**config.mk**
```make
export PLATFORM = sky130hd
export DESIGN_NAME = cam_alloc_ctrl_flat
export DESIGN_NICKNAME = d
export VERILOG_FILES = /design/src/rtl/cam_alloc_ctrl_if.sv /design/src/rtl/cam_alloc_ctrl.sv /design/src/flat_wrapper.sv
export SDC_FILE = /design/constraint.sdc
export NUM_CORES = 1
export LEC_CHECK = 0
export CORE_UTILIZATION = 54
export CTS_BUF_LIST = sky130_fd_sc_hd__clkbuf_4 sky130_fd_sc_hd__clkbuf_8
export DETAILED_ROUTE_END_ITERATION = 10
export HOLD_SLACK_MARGIN = 0.1
export PLACE_DENSITY_LB_ADDON = 0.12
export SLEW_MARGIN = 20
export SYNTH_ARGS = -nofsm -noshare
export SYNTH_HDL_FRONTEND = slang
export SYNTH_SLANG_ARGS = --single-unit
```
**constraint.sdc**
```tcl
create_clock -name clk_i -period 6.1 [get_ports clk_i]
set_input_delay 0.915 -clock clk_i [delete_from_list [all_inputs] [get_ports clk_i]]
set_output_delay 0.915 -clock clk_i [all_outputs]
set_load 0.005 [all_outputs]
```
**src/rtl/cam_alloc_ctrl_if.sv**
```systemverilog
// Command, response, CAM-port and occupancy signals of the CAM allocation controller.
// Pure wiring: no logic, no latency.
// Backpressure lives in the cmd and rsp valid/ready pairs; the CAM ports are unflow-controlled.
interface cam_alloc_ctrl_if #(
  parameter int DATA_W = 32,
  parameter int IDX_W  = 5
);
  logic              cmd_valid_i;
  logic              cmd_ready_o;
  logic [1:0]        cmd_op_i;
  logic [DATA_W-1:0] cmd_data_i;
  logic [IDX_W-1:0]  cmd_index_i;
  logic              rsp_valid_o;
  logic              rsp_ready_i;
  logic [1:0]        rsp_status_o;
  logic [IDX_W-1:0]  rsp_index_o;
  logic              cam_write_o;
  logic [IDX_W-1:0]  cam_write_index_o;
  logic [DATA_W-1:0] cam_write_data_o;
  logic              cam_search_o;
  logic [DATA_W-1:0] cam_search_data_o;
  logic              cam_search_valid_i;
  logic [IDX_W-1:0]  cam_search_index_i;
  logic [IDX_W:0]    count_o;
  logic              full_o;
  logic              empty_o;

  // Controller side.
  modport slave (
    input  cmd_valid_i, cmd_op_i, cmd_data_i, cmd_index_i, rsp_ready_i,
           cam_search_valid_i, cam_search_index_i,
    output cmd_ready_o, rsp_valid_o, rsp_status_o, rsp_index_o,
           cam_write_o, cam_write_index_o, cam_write_data_o,
           cam_search_o, cam_search_data_o, count_o, full_o, empty_o
  );

  // Requester plus CAM side.
  modport master (
    output cmd_valid_i, cmd_op_i, cmd_data_i, cmd_index_i, rsp_ready_i,
           cam_search_valid_i, cam_search_index_i,
    input  cmd_ready_o, rsp_valid_o, rsp_status_o, rsp_index_o,
           cam_write_o, cam_write_index_o, cam_write_data_o,
           cam_search_o, cam_search_data_o, count_o, full_o, empty_o
  );
endinterface

```
**src/rtl/cam_alloc_ctrl.sv**
```systemverilog
// Sequences lookup/insert/delete/flush onto a CAM, owning a slot-valid bitmap and lowest-free allocation.
// Latency: delete/flush 1 cycle, lookup/insert-no-write SEARCH_LAT+2, insert-with-write SEARCH_LAT+3.
// One command in flight; cmd_ready_o drops until the response transfers (rsp held until rsp_ready_i).
module cam_alloc_ctrl #(
  parameter int DEPTH      = 32,
  parameter int DATA_W     = 32,
  parameter int IDX_W      = 5,
  parameter int SEARCH_LAT = 1
) (
  input logic            clk_i,
  input logic            rst_i,
  cam_alloc_ctrl_if.slave bus
);

  typedef enum logic [2:0] {IDLE, SRCH, WAIT, WRITE, RESP} state_t;

  localparam logic [1:0] OP_LOOKUP = 2'b00;
  localparam logic [1:0] OP_INSERT = 2'b01;
  localparam logic [1:0] OP_DELETE = 2'b10;

  localparam logic [1:0] ST_OK   = 2'b00;
  localparam logic [1:0] ST_MISS = 2'b01;
  localparam logic [1:0] ST_FULL = 2'b10;
  localparam logic [1:0] ST_DUP  = 2'b11;

  localparam logic [IDX_W:0] DEPTH_C   = (IDX_W+1)'(DEPTH);
  localparam logic [IDX_W:0] ONE_C     = (IDX_W+1)'(1);
  localparam logic [1:0]     WAIT_INIT = (SEARCH_LAT > 0) ? 2'(SEARCH_LAT - 1) : 2'd0;

  state_t            state;
  logic [1:0]        wait_cnt;
  logic [1:0]        op_q;
  logic [DATA_W-1:0] key_q;
  logic [DEPTH-1:0]  bitmap;
  logic [IDX_W:0]    count;
  logic [IDX_W-1:0]  free_idx;
  logic              accept;
  logic              resolve;
  logic              hit_live;
  logic              hit_stale;

  // Ready is a pure decode of IDLE, forced low while reset is asserted.
  assign bus.cmd_ready_o = (state == IDLE) && !rst_i;
  assign accept          = bus.cmd_valid_i && bus.cmd_ready_o;
  assign bus.count_o     = count;

  // The match result is consumed at the end of the last search/wait cycle.
  assign resolve   = ((state == SRCH) && (SEARCH_LAT == 0)) ||
                     ((state == WAIT) && (wait_cnt == 2'd0));
  // A CAM hit only counts if the slot is still owned; otherwise the row is a leftover.
  assign hit_live  = bus.cam_search_valid_i &&  bitmap[bus.cam_search_index_i];
  assign hit_stale = bus.cam_search_valid_i && !bitmap[bus.cam_search_index_i];

  // Lowest clear bitmap bit; only used when count says a slot is free.
  always_comb begin
    free_idx = '0;
    for (int i = DEPTH - 1; i >= 0; i--) begin
      if (!bitmap[i]) free_idx = IDX_W'(i);
    end
  end

  // Command FSM with all outputs and the occupancy state registered.
  always_ff @(posedge clk_i or posedge rst_i) begin
    if (rst_i) begin
      state                 <= IDLE;
      wait_cnt              <= '0;
      op_q                  <= '0;
      key_q                 <= '0;
      bitmap                <= '0;
      count                 <= '0;
      bus.full_o            <= 1'b0;
      bus.empty_o           <= 1'b1;
      bus.rsp_valid_o       <= 1'b0;
      bus.rsp_status_o      <= '0;
      bus.rsp_index_o       <= '0;
      bus.cam_write_o       <= 1'b0;
      bus.cam_write_index_o <= '0;
      bus.cam_write_data_o  <= '0;
      bus.cam_search_o      <= 1'b0;
      bus.cam_search_data_o <= '0;
    end else begin
      case (state)
        IDLE: begin
          if (accept) begin
            op_q  <= bus.cmd_op_i;
            key_q <= bus.cmd_data_i;
            case (bus.cmd_op_i)
              OP_LOOKUP, OP_INSERT: begin
                state                 <= SRCH;
                bus.cam_search_o      <= 1'b1;
                bus.cam_search_data_o <= bus.cmd_data_i;
              end
              OP_DELETE: begin
                // Deleting only clears ownership; the CAM row is left to go stale.
                if (bitmap[bus.cmd_index_i]) begin
                  bitmap[bus.cmd_index_i] <= 1'b0;
                  count                   <= count - ONE_C;
                  bus.full_o              <= 1'b0;
                  bus.empty_o             <= (count == ONE_C);
                  bus.rsp_status_o        <= ST_OK;
                end else begin
                  bus.rsp_status_o        <= ST_MISS;
                end
                bus.rsp_index_o <= bus.cmd_index_i;
                bus.rsp_valid_o <= 1'b1;
                state           <= RESP;
              end
              default: begin
                bitmap           <= '0;
                count            <= '0;
                bus.full_o       <= 1'b0;
                bus.empty_o      <= 1'b1;
                bus.rsp_status_o <= ST_OK;
                bus.rsp_index_o  <= '0;
                bus.rsp_valid_o  <= 1'b1;
                state            <= RESP;
              end
            endcase
          end
        end
        SRCH: begin
          bus.cam_search_o <= 1'b0;
          if (SEARCH_LAT != 0) begin
            state    <= WAIT;
            wait_cnt <= WAIT_INIT;
          end
        end
        WAIT: begin
          if (wait_cnt != 2'd0) wait_cnt <= wait_cnt - 2'd1;
        end
        WRITE: begin
          bus.cam_write_o                <= 1'b0;
          bitmap[bus.cam_write_index_o]  <= 1'b1;
          count                          <= count + ONE_C;
          bus.full_o                     <= ((count + ONE_C) == DEPTH_C);
          bus.empty_o                    <= 1'b0;
          bus.rsp_status_o               <= ST_OK;
          bus.rsp_index_o                <= bus.cam_write_index_o;
          bus.rsp_valid_o                <= 1'b1;
          state                          <= RESP;
        end
        RESP: begin
          if (bus.rsp_ready_i) begin
            bus.rsp_valid_o <= 1'b0;
            state           <= IDLE;
          end
        end
        default: state <= IDLE;
      endcase

      // Search outcome; overrides the per-state next state above.
      if (resolve) begin
        bus.cam_search_data_o <= '0;
        if (op_q == OP_LOOKUP) begin
          bus.rsp_status_o <= hit_live ? ST_OK : ST_MISS;
          bus.rsp_index_o  <= hit_live ? bus.cam_search_index_i : '0;
          bus.rsp_valid_o  <= 1'b1;
          state            <= RESP;
        end else if (hit_live) begin
          bus.rsp_status_o <= ST_DUP;
          bus.rsp_index_o  <= bus.cam_search_index_i;
          bus.rsp_valid_o  <= 1'b1;
          state            <= RESP;
        end else if (hit_stale) begin
          // Overwrite the leftover row so the key never exists twice in the CAM.
          bus.cam_write_o       <= 1'b1;
          bus.cam_write_index_o <= bus.cam_search_index_i;
          bus.cam_write_data_o  <= key_q;
          state                 <= WRITE;
        end else if (count != DEPTH_C) begin
          bus.cam_write_o       <= 1'b1;
          bus.cam_write_index_o <= free_idx;
          bus.cam_write_data_o  <= key_q;
          state                 <= WRITE;
        end else begin
          bus.rsp_status_o <= ST_FULL;
          bus.rsp_index_o  <= '0;
          bus.rsp_valid_o  <= 1'b1;
          state            <= RESP;
        end
      end
    end
  end

endmodule

```
**src/flat_wrapper.sv**
```systemverilog
// flat-port wrapper written by rule: the top's interface ports become plain ports
module cam_alloc_ctrl_flat 
#(
  parameter int DEPTH      = 32,
  parameter int DATA_W     = 32,
  parameter int IDX_W      = 5,
  parameter int SEARCH_LAT = 1
)
  (clk_i, rst_i, bus_cmd_valid_i, bus_cmd_op_i, bus_cmd_data_i, bus_cmd_index_i, bus_rsp_ready_i, bus_cam_search_valid_i, bus_cam_search_index_i, bus_cmd_ready_o, bus_rsp_valid_o, bus_rsp_status_o, bus_rsp_index_o, bus_cam_write_o, bus_cam_write_index_o, bus_cam_write_data_o, bus_cam_search_o, bus_cam_search_data_o, bus_count_o, bus_full_o, bus_empty_o);
  cam_alloc_ctrl_if #(.DATA_W(DATA_W), .IDX_W(IDX_W)) bus_i ();
  input logic clk_i;
  input logic rst_i;
  input wire logic [$bits(bus_i.cmd_valid_i)-1:0] bus_cmd_valid_i;
  input wire logic [$bits(bus_i.cmd_op_i)-1:0] bus_cmd_op_i;
  input wire logic [$bits(bus_i.cmd_data_i)-1:0] bus_cmd_data_i;
  input wire logic [$bits(bus_i.cmd_index_i)-1:0] bus_cmd_index_i;
  input wire logic [$bits(bus_i.rsp_ready_i)-1:0] bus_rsp_ready_i;
  input wire logic [$bits(bus_i.cam_search_valid_i)-1:0] bus_cam_search_valid_i;
  input wire logic [$bits(bus_i.cam_search_index_i)-1:0] bus_cam_search_index_i;
  output wire logic [$bits(bus_i.cmd_ready_o)-1:0] bus_cmd_ready_o;
  output wire logic [$bits(bus_i.rsp_valid_o)-1:0] bus_rsp_valid_o;
  output wire logic [$bits(bus_i.rsp_status_o)-1:0] bus_rsp_status_o;
  output wire logic [$bits(bus_i.rsp_index_o)-1:0] bus_rsp_index_o;
  output wire logic [$bits(bus_i.cam_write_o)-1:0] bus_cam_write_o;
  output wire logic [$bits(bus_i.cam_write_index_o)-1:0] bus_cam_write_index_o;
  output wire logic [$bits(bus_i.cam_write_data_o)-1:0] bus_cam_write_data_o;
  output wire logic [$bits(bus_i.cam_search_o)-1:0] bus_cam_search_o;
  output wire logic [$bits(bus_i.cam_search_data_o)-1:0] bus_cam_search_data_o;
  output wire logic [$bits(bus_i.count_o)-1:0] bus_count_o;
  output wire logic [$bits(bus_i.full_o)-1:0] bus_full_o;
  output wire logic [$bits(bus_i.empty_o)-1:0] bus_empty_o;
  assign bus_i.cmd_valid_i = bus_cmd_valid_i;
  assign bus_i.cmd_op_i = bus_cmd_op_i;
  assign bus_i.cmd_data_i = bus_cmd_data_i;
  assign bus_i.cmd_index_i = bus_cmd_index_i;
  assign bus_i.rsp_ready_i = bus_rsp_ready_i;
  assign bus_i.cam_search_valid_i = bus_cam_search_valid_i;
  assign bus_i.cam_search_index_i = bus_cam_search_index_i;
  assign bus_cmd_ready_o = bus_i.cmd_ready_o;
  assign bus_rsp_valid_o = bus_i.rsp_valid_o;
  assign bus_rsp_status_o = bus_i.rsp_status_o;
  assign bus_rsp_index_o = bus_i.rsp_index_o;
  assign bus_cam_write_o = bus_i.cam_write_o;
  assign bus_cam_write_index_o = bus_i.cam_write_index_o;
  assign bus_cam_write_data_o = bus_i.cam_write_data_o;
  assign bus_cam_search_o = bus_i.cam_search_o;
  assign bus_cam_search_data_o = bus_i.cam_search_data_o;
  assign bus_count_o = bus_i.count_o;
  assign bus_full_o = bus_i.full_o;
  assign bus_empty_o = bus_i.empty_o;
  cam_alloc_ctrl #(.DEPTH(DEPTH), .DATA_W(DATA_W), .IDX_W(IDX_W), .SEARCH_LAT(SEARCH_LAT)) u_core (.clk_i(clk_i), .rst_i(rst_i), .bus(bus_i));
endmodule
```
* Word level (Yosys, flattened, before mapping) *
Index checks and enable logic that the tools add are counted.

word-level totals
  register bits = 158
  output and inout bits = 88
  word-level logic and storage cells = 187

cells by class
  $add $sub $neg = 3
  magnitude comparators = 5
  equal/unequal tests = 17
  mux-type cells = 112
  bitwise gates (word level) = 5
  reduce and logical (&&, ||, !) cells = 29

operators with widths
  kind                 count
  $mux 32              8
  $mux 5               41
  $pmux 32 s2          2
  $and 32x32->32       1
  $not 32->32          1
  $or 32x32->32        1
  $mux 1               26
  $mux 3               8
  $pmux 6 s2           2
  $pmux 5 s2           2
  $lt 5x6->1 const B   3
  $reduce_bool 2->1    8
  $pmux 3 s5           1
  $mux 2               7
  $mux 6               2
  $pmux 2 s2           3
  $bmux 1 s5           2
  $demux 1 s5          2
  $ge 5x1->1 const B   2
  $pmux 1 s2           5
  $reduce_and 3->1     3
  $reduce_and 4->1     2
  $logic_and 1x1->1    7
  $add 6x1->6 const B  1
  22 further kinds     31

* Longest topological paths before layout *
Gate-level depths: netlist of run 1.

  word-level depth = 34
  depth in mapped cells = 10

* Worst setup path before layout of run 1 *
No wires, ideal clock.

  kind = in2reg
  start = input rst_i
  end = register u_core.state[2]
  arrival time = 5.577 ns
  setup slack = 0.402 ns
  stages = 7
  path buffers = 1
  path through = inv_1 nand3_1 clkbuf_1 o21ai_0 nor2_1 a211o_1 o22a_1

between the ends
  word-level cells in the longest chain between the ends = 5

ends and longest elaborated chain
  what                               RTL line               source
  start, declared                    flat_wrapper.sv:12     input logic rst_i;
  $logic_not 1->1                    cam_alloc_ctrl.sv:43   assign bus.cmd_ready_o = (state == IDLE) && !rst_i;
  $logic_and 1x1->1                  cam_alloc_ctrl.sv:43
  $logic_and 1x1->1                  cam_alloc_ctrl.sv:44   assign accept = bus.cmd_valid_i && bus.cmd_ready_o;
  $ne 3x1->1 (no source line)        -
  $reduce_and 3->1 (no source line)  -
  end signal, assigned               cam_alloc_ctrl.sv:65   state <= IDLE;
  end signal, assigned               cam_alloc_ctrl.sv:89   state <= SRCH;
  end signal, assigned               cam_alloc_ctrl.sv:106  state <= RESP;
  end, declared                      cam_alloc_ctrl.sv:30   state_t state;

Every way passes these cells.
A chain may end at the register's enable or synchronous reset.

* Worst setup path after layout of run 1 *
  start = input bus_cmd_index_i[0]
  end = register u_core.bitmap[14]

between the ends
  word-level cells in the longest chain between the ends = 10

ends and longest elaborated chain
  what                                                                   RTL line               source
  start, declared                                                        flat_wrapper.sv:16     input wire logic [$bits(bus_i.cmd_index_i)-1:0] bus_cmd_index_i;
  $lt 5x6->1 (not written as such) / $ge 5x1->1 (equally long branches)  cam_alloc_ctrl.sv:96   bitmap[bus.cmd_index_i] <= 1'b0;
  $logic_and 1x1->1 (not written as such)                                cam_alloc_ctrl.sv:96
  $mux 1 (not written as such)                                           cam_alloc_ctrl.sv:96
  $demux 1 s5                                                            -
  $not 32->32 (no source line)                                           -
  $and 32x32->32 (no source line)                                        -
  $mux 32                                                                cam_alloc_ctrl.sv:95   if (bitmap[bus.cmd_index_i]) begin
  $pmux 32 s2                                                            cam_alloc_ctrl.sv:87   case (bus.cmd_op_i)
  $mux 32                                                                cam_alloc_ctrl.sv:84   if (accept) begin
  $pmux 32 s2                                                            cam_alloc_ctrl.sv:82   case (state)
  end signal, assigned by index                                          cam_alloc_ctrl.sv:96
  end signal, assigned                                                   cam_alloc_ctrl.sv:109  bitmap <= '0;
  end signal, assigned by index                                          cam_alloc_ctrl.sv:133  bitmap[bus.cam_write_index_o] <= 1'b1;
  end, declared                                                          cam_alloc_ctrl.sv:34   logic [DEPTH-1:0] bitmap;

Parallel ways exist; a longest one is shown, timed or not. The select of a mux whose other input is x is not followed.

==> results.toml, run 1 <==
[grt]
grt_max_degree = 94
antenna_found_initial = 0
gr-usage-all-layers_pct = 29.1
grt_pass1_vias = 6472
grt_overflow = 0
grt_pass1_wl_um = 33700

[flow_run]
maxCapViolations = 0

[synth]
avgSynthCellArea_um2 = 10.3
ys.warnings.count = 0
synth_cell_types = 56
synth_seq_cells = 158
ys_seq_area_share_pct = 49.4
netlist_area_mm2 = 0.00801
ys.flop_type = "dfrtp_1"
postSynth.asyncResetShare_pct = 100
synth_nets = 828
synth_edf_count = 0
synth_cells = 774

[sta]
post-route-min-period_ns = 3.94
drv_slew = 0
rsz0062_at_grt = "false"
period_share_pct = 64.6
finalHoldViolCount = 0
relSlewSlack_pct = 31.0
max_freq_ghz = 0.254
skew_ns = 0.0193
worstMarginPinSlew_ns = 1.03
setup_viol = 0
fin_tns_setup_ns = 0

[power_and_ir_drop]
p_per_area_mw_per_mm2 = 479
leakagePower_nw = 4.17
vdd_drop_max_uv = 245

[placed_design]
placed_area_mm2 = 0.00941
dp_cells = 1051
place.gp.congestion = 0.970
io_buffers = 136
hpwl_um = 14800

[clock_tree]
htreeDepth = 4
post_cts_resized = 0
post-cts-setup-buffer-count = 0
clockRootBuffer = "clkbuf_8"
clk_pin_slew_ns = 0.09
clk_path_buf_depth = 2
clkLatencyLatePin_ns = 0.46
cts_buffers = 17
cts_sinks = 158
cts_tree = "yes"
cts_hold_buf = 0

[worst_setup_path]
end_kind = "flop"
cp.required_ns = 6.48
rr_startpoint = "u_core.bitmap[30]"
cp-start-kind = "primary input"
crit_fanout = 24
worstSetupStartpoint = "bus_cmd_index_i[0]"
setup.worst_path.class = "in2reg"
cp.arrival_ns = 4.32

[final_layout]
final_area_mm2 = 0.00982
num_antenna_cells = 0
fillCellCount = 1137
regArea_mm2 = 0.00396
syn_to_final_growth_pct = 22.7
drive_gt1_share_pct = 13.8
multiInputGateArea_mm2 = 0.00374
instances_no_fill = 1083
nets = 940

[route]
remaining_drc_errors = 0
firstDrtPassIters = 7
vias = 6660
avgViaCountPerCell = 6.15
wirelength_um = 21500
drtIter0Drc = 610
ant_nets = 0
wl_per_cell_um = 19.8

[status]
status = "completed"

[die]
die_h_um = 124
die_area_mm2 = 0.0153
coreArea_mm2 = 0.0145
ios = 137
std_cell_rows = 44
fp.dieW_um = 124
start_util_pct = 55.3

[min_path]
worstHoldStart = "u_core.bus.empty_o"
hold_path.class = "reg2reg"
[synth_stat cells, types with 6 or more instances]
| library cell | count | area (µm²) |
|---|---|---|
| a31oi_1 | 15 | 93.8 |
| mux4_2 | 6 | 135 |
| mux4_1 | 8 | 210 |
| a21oi_1 | 63 | 315 |
| nand3_1 | 13 | 65.1 |
| nand2b_1 | 11 | 68.8 |
| o31ai_1 | 10 | 75.1 |
| nor2_1 | 39 | 146 |
| dfrtp_1 | 157 | 3930 |
| mux2_2 | 37 | 417 |
| mux2i_1 | 7 | 70.1 |
| o21ai_0 | 93 | 465 |
| and3_1 | 8 | 50.1 |
| nand2_1 | 110 | 413 |
| inv_1 | 16 | 60.1 |
| nor3_1 | 22 | 110 |
| clkbuf_1 | 37 | 139 |
| nand4_1 | 10 | 62.6 |
| nor2b_1 | 6 | 37.5 |
| mux2_4 | 32 | 480 |
[metal layers]
| layer | track usage [%] | wire length, µm | vias up |
|---|---|---|---|
| li1 | - | - | 3040 |
| met1 | 39.9 | 9210 | 3281 |
| met2 | 46.3 | 10400 | 312 |
| met3 | 6.64 | 1620 | 27 |
| met4 | 8.36 | 235 | 0 |
| met5 | 0 | 0 | - |
[critical path, cell delays in order]
cell	delay [ns]
clkdlybuf4s50_1	1.15
mux4_2	0.60
mux2_2	0.27
nand2_1	0.07
and4_1	0.28
a31o_2	0.53
nor2_1	0.08
buf_4	0.24
a21oi_1	0.16
[registers in the layout, indices dropped and copies added (netlist names)]
name and cells:
u_core.op_q 2, u_core.bus.cam_write_o 1, u_core.key_q 32, u_core.bus.rsp_status_o 2, u_core.bitmap 32, u_core.bus.cam_search_o 1, u_core.bus.rsp_index_o 5, u_core.bus.rsp_valid_o 1
u_core.state 3, u_core.bus.cam_search_data_o 32, u_core.bus.cam_write_data_o 32, u_core.bus.full_o 1, u_core.bus.count_o 6, u_core.bus.empty_o 1, u_core.wait_cnt 2, u_core.bus.cam_write_index_o 5
[report_power, final]
part           switching, W  internal (W)  leakage [nW]  total (W)
registers          0.000539       0.00154          2.01    0.00208
logic              0.000718       0.00112          1.96    0.00184
clock network      0.000444      0.000344         0.204   0.000789
total               0.00170       0.00301          4.17    0.00471
[per-stage QoR]
step	setup WS [ns]	utilization [%]	power, W	hold WS, ns
after floorplan	0.402	-	0.00298	0.460
after global placement	1.79	65.0	0.00384	0.463
after detailed placement	1.73	65.0	0.00392	0.474
after CTS	2.21	67.8	0.00471	0.490
after global routing	1.98	67.8	0.00501	0.505
final	2.16	67.8	0.00471	0.485
[cells by family (layout without fill, tap and decap cells)]
| family | Yosys count | count (layout) | share of synthesized area, % |
|---|---|---|---|
| XOR/XNOR | 1 | 1 | 0.109 |
| AO/OA/AOI/OAI | 220 | 220 | 16.1 |
| AND/OR/NAND/NOR | 233 | 233 | 13.2 |
| adder cells (fa/ha/maj) | 5 | 5 | 0.781 |
| buffers and inverters | 67 | 192 | 4.03 |
| flip-flops | 158 | 158 | 49.4 |
| multiplexers | 90 | 90 | 16.4 |
[path summary, 6_finish.rpt]
path,endpoint,slack (ns),cells past startpoint
min reg2reg,u_core.bus.empty_o,0.48,2
max,u_core.bitmap[14],2.16,9
min in group asynchronous,u_core.bus.cam_search_data_o[20],1.05,2
max in group asynchronous,u_core.bus.count_o[4],3.65,3
max reg2reg,u_core.bus.cam_write_data_o[0],3.04,6
min,u_core.bus.empty_o,0.48,2
[final cells by class]
cell class / count / share of cell area [%]
flip-flops and latches: 158 / 40.3
multi-input cells: 549 / 38.1
repair buffers: 144 / 14.5
clock buffers: 17 / 2.38
well taps: 184 / 2.34
clock inverters: 15 / 1.78
inverters: 16 / 0.662
[layout by cell type, fill, tap and decap left out, types with 10 or more instances in the layout]
cell type        count
inv_1               15
clkdlybuf4s50_1    136
o21ai_0             93
clkbuf_8            17
nor2_1              38
nor3_1              22
nand2_1            110
nand3_1             12
mux2_4              32
a31oi_1             15
nand2b_1            11
dfrtp_1            157
nand4_1             10
a21oi_1             63
mux2_2              37
o31ai_1             10
No activity file was read; power rests on OpenSTA's default activity.
==> inputs of run 2 (changes only) <==
Settings changed: CORE_UTILIZATION 54 to 50.
Clock period 6.1 ns to 3.4 ns, I/O delays scaled along.
==> run 2 against run 1 <==
Compared with the run above:
- hold slack got worse by 0.0024 ns
- die area increased by 7.9%
- clock-buffer cell count increased by 1
- largest cell class unchanged
- largest power group unchanged
- highest routed layer unchanged
==> results.toml, run 2 (synthesis results as in run 1) <==
[status]
status = "completed"

[grt]
grt_pass1_vias = 6632
grt_util_met1_pct = 37.5
antenna_found_initial = 0
grt_max_degree = 159
grt_pass1_wl_um = 35200
use_met3_pct = 6.36
gr-max-usage-layer = "met2"
gr-usage-all-layers_pct = 27.9
gr-usage-met2_pct = 43.7
grt_overflow = 0

[sta]
relSlewSlack_pct = 42.7
finalHoldViolCount = 0
setup_ws_ns = 0.462
period_share_pct = 86.4
max_freq_ghz = 0.340
drv_slew = 0
post-route-min-period_ns = 2.94
rsz0062_at_grt = "false"
setup_viol = 0
worstMarginPinSlew_ns = 0.860
fin_hold_ws_ns = 0.482
skew_ns = 0.0192

[worst_setup_path]
r2r_cells = 7
cp.arrival_ns = 3.28
end_kind = "flop"
crit_fanout = 23
cp.required_ns = 3.74
cp-start-kind = "primary input"
setup.worst_path.class = "in2reg"

[clock_tree]
clk_path_buf_depth = 2
htreeDepth = 4
post_cts_resized = 0
post-cts-setup-buffer-count = 0
cts_hold_buf = 0
clk_pin_slew_ns = 0.10
cts_sinks = 158
clockRootBuffer = "clkbuf_8"
cts_tree = "yes"
cts_buffers = 17
clkLatencyLatePin_ns = 0.47

[route]
ant_nets = 0
avgViaCountPerCell = 6.01
vias = 6767
wl_per_cell_um = 19.7
drtIter0Drc = 774
remaining_drc_errors = 0
firstDrtPassIters = 6
wirelength_um = 22200

[die]
coreArea_mm2 = 0.0154
die_area_mm2 = 0.0165
start_util_pct = 51.9
die_h_um = 129
ios = 137
fp.dieW_um = 129
std_cell_rows = 45

[min_path]
hold_path.class = "reg2reg"
hold_depth = 2

[final_layout]
final_core_util_pct = 65.3
syn_to_final_growth_pct = 25.8
fillCellCount = 1235
nets = 956
mostFrequentLayoutCell = "dfrtp_1"
drive_gt1_share_pct = 15.3
num_antenna_cells = 0
most-common-layout-cells = "dfrtp_1 (157), clkdlybuf4s50_1 (136), nand2_1 (110), a21oi_1 (63), o21ai_0 (60)"

[flow_run]
maxCapViolations = 0

[placed_design]
place.gp.congestion = 0.923
hpwl_um = 15200
io_buffers = 136
dp_slack_ns = 0.0179

[power_and_ir_drop]
vdd_drop_max_uv = 459
p_per_area_mw_per_mm2 = 876
leakagePower_nw = 4.31
-- run 2: final timing paths --
kind                                                start                         endpoint  slack [ns]
worst max-delay path            bus_cam_search_index_i[0]  u_core.bus.cam_write_data_o[19]        0.46
worst min-delay path                   u_core.bus.empty_o               u_core.bus.empty_o        0.48
worst max register to register          u_core.bitmap[29]  u_core.bus.cam_write_data_o[19]        0.62
worst min register to register         u_core.bus.empty_o               u_core.bus.empty_o        0.48
max in group asynchronous                           rst_i                u_core.bitmap[19]        2.06
min in group asynchronous                           rst_i               u_core.wait_cnt[1]        0.68
-- run 2: cell type report --
cell class | count | area, µm² | share of cell area (%)
clock buffer | 18 | 241 | 2.40
clock inverter | 14 | 224 | 2.22
inverter | 16 | 63.8 | 0.634
multi-input combinational | 549 | 3740 | 37.2
sequential | 158 | 3960 | 39.3
tap | 211 | 264 | 2.62
timing repair buffer | 160 | 1580 | 15.7
-- run 2: worst max-delay path, stage by stage --
cell and delay [ns]:
clkdlybuf4s50_1 0.53, mux4_1 0.57, mux2_2 0.31, and3_1 0.21, o41a_1 0.45, nand2b_4 0.19, buf_12 0.19, mux2_4 0.31
-- run 2: where the power goes --
part	switching (W)	internal, W	total [W]
registers	0.00101	0.00277	0.00378
clock network	0.000788	0.000841	0.00163
logic	0.00134	0.00207	0.00341
total	0.00314	0.00569	0.00882
-- run 2: per-layer routing --
metal / routed length (µm) / up-vias
li1: - / 3064
met1: 9280 / 3274
met2: 10300 / 365
met3: 1960 / 64
met4: 631 / 0
met5: 0 / -
-- run 2: through the flow --
stage / std cells / total power, W / TNS (ns) / area, µm²
after floorplan: 774 / 0.00541 / -49.20 / 8090
after global placement: 1094 / 0.00705 / 0 / 9610
after detailed placement: 1094 / 0.00719 / 0 / 9610
after CTS: 1126 / 0.00883 / 0 / 10100
after global routing: 1126 / 0.00933 / 0 / 10100
final: 1126 / 0.00882 / 0 / 10100
==> inputs of run 3 (changes only) <==
Settings changed: CAP_MARGIN set to 25.
==> results of run 3 <==
The final DEF is identical to that of run 2; final timing and power are the same.
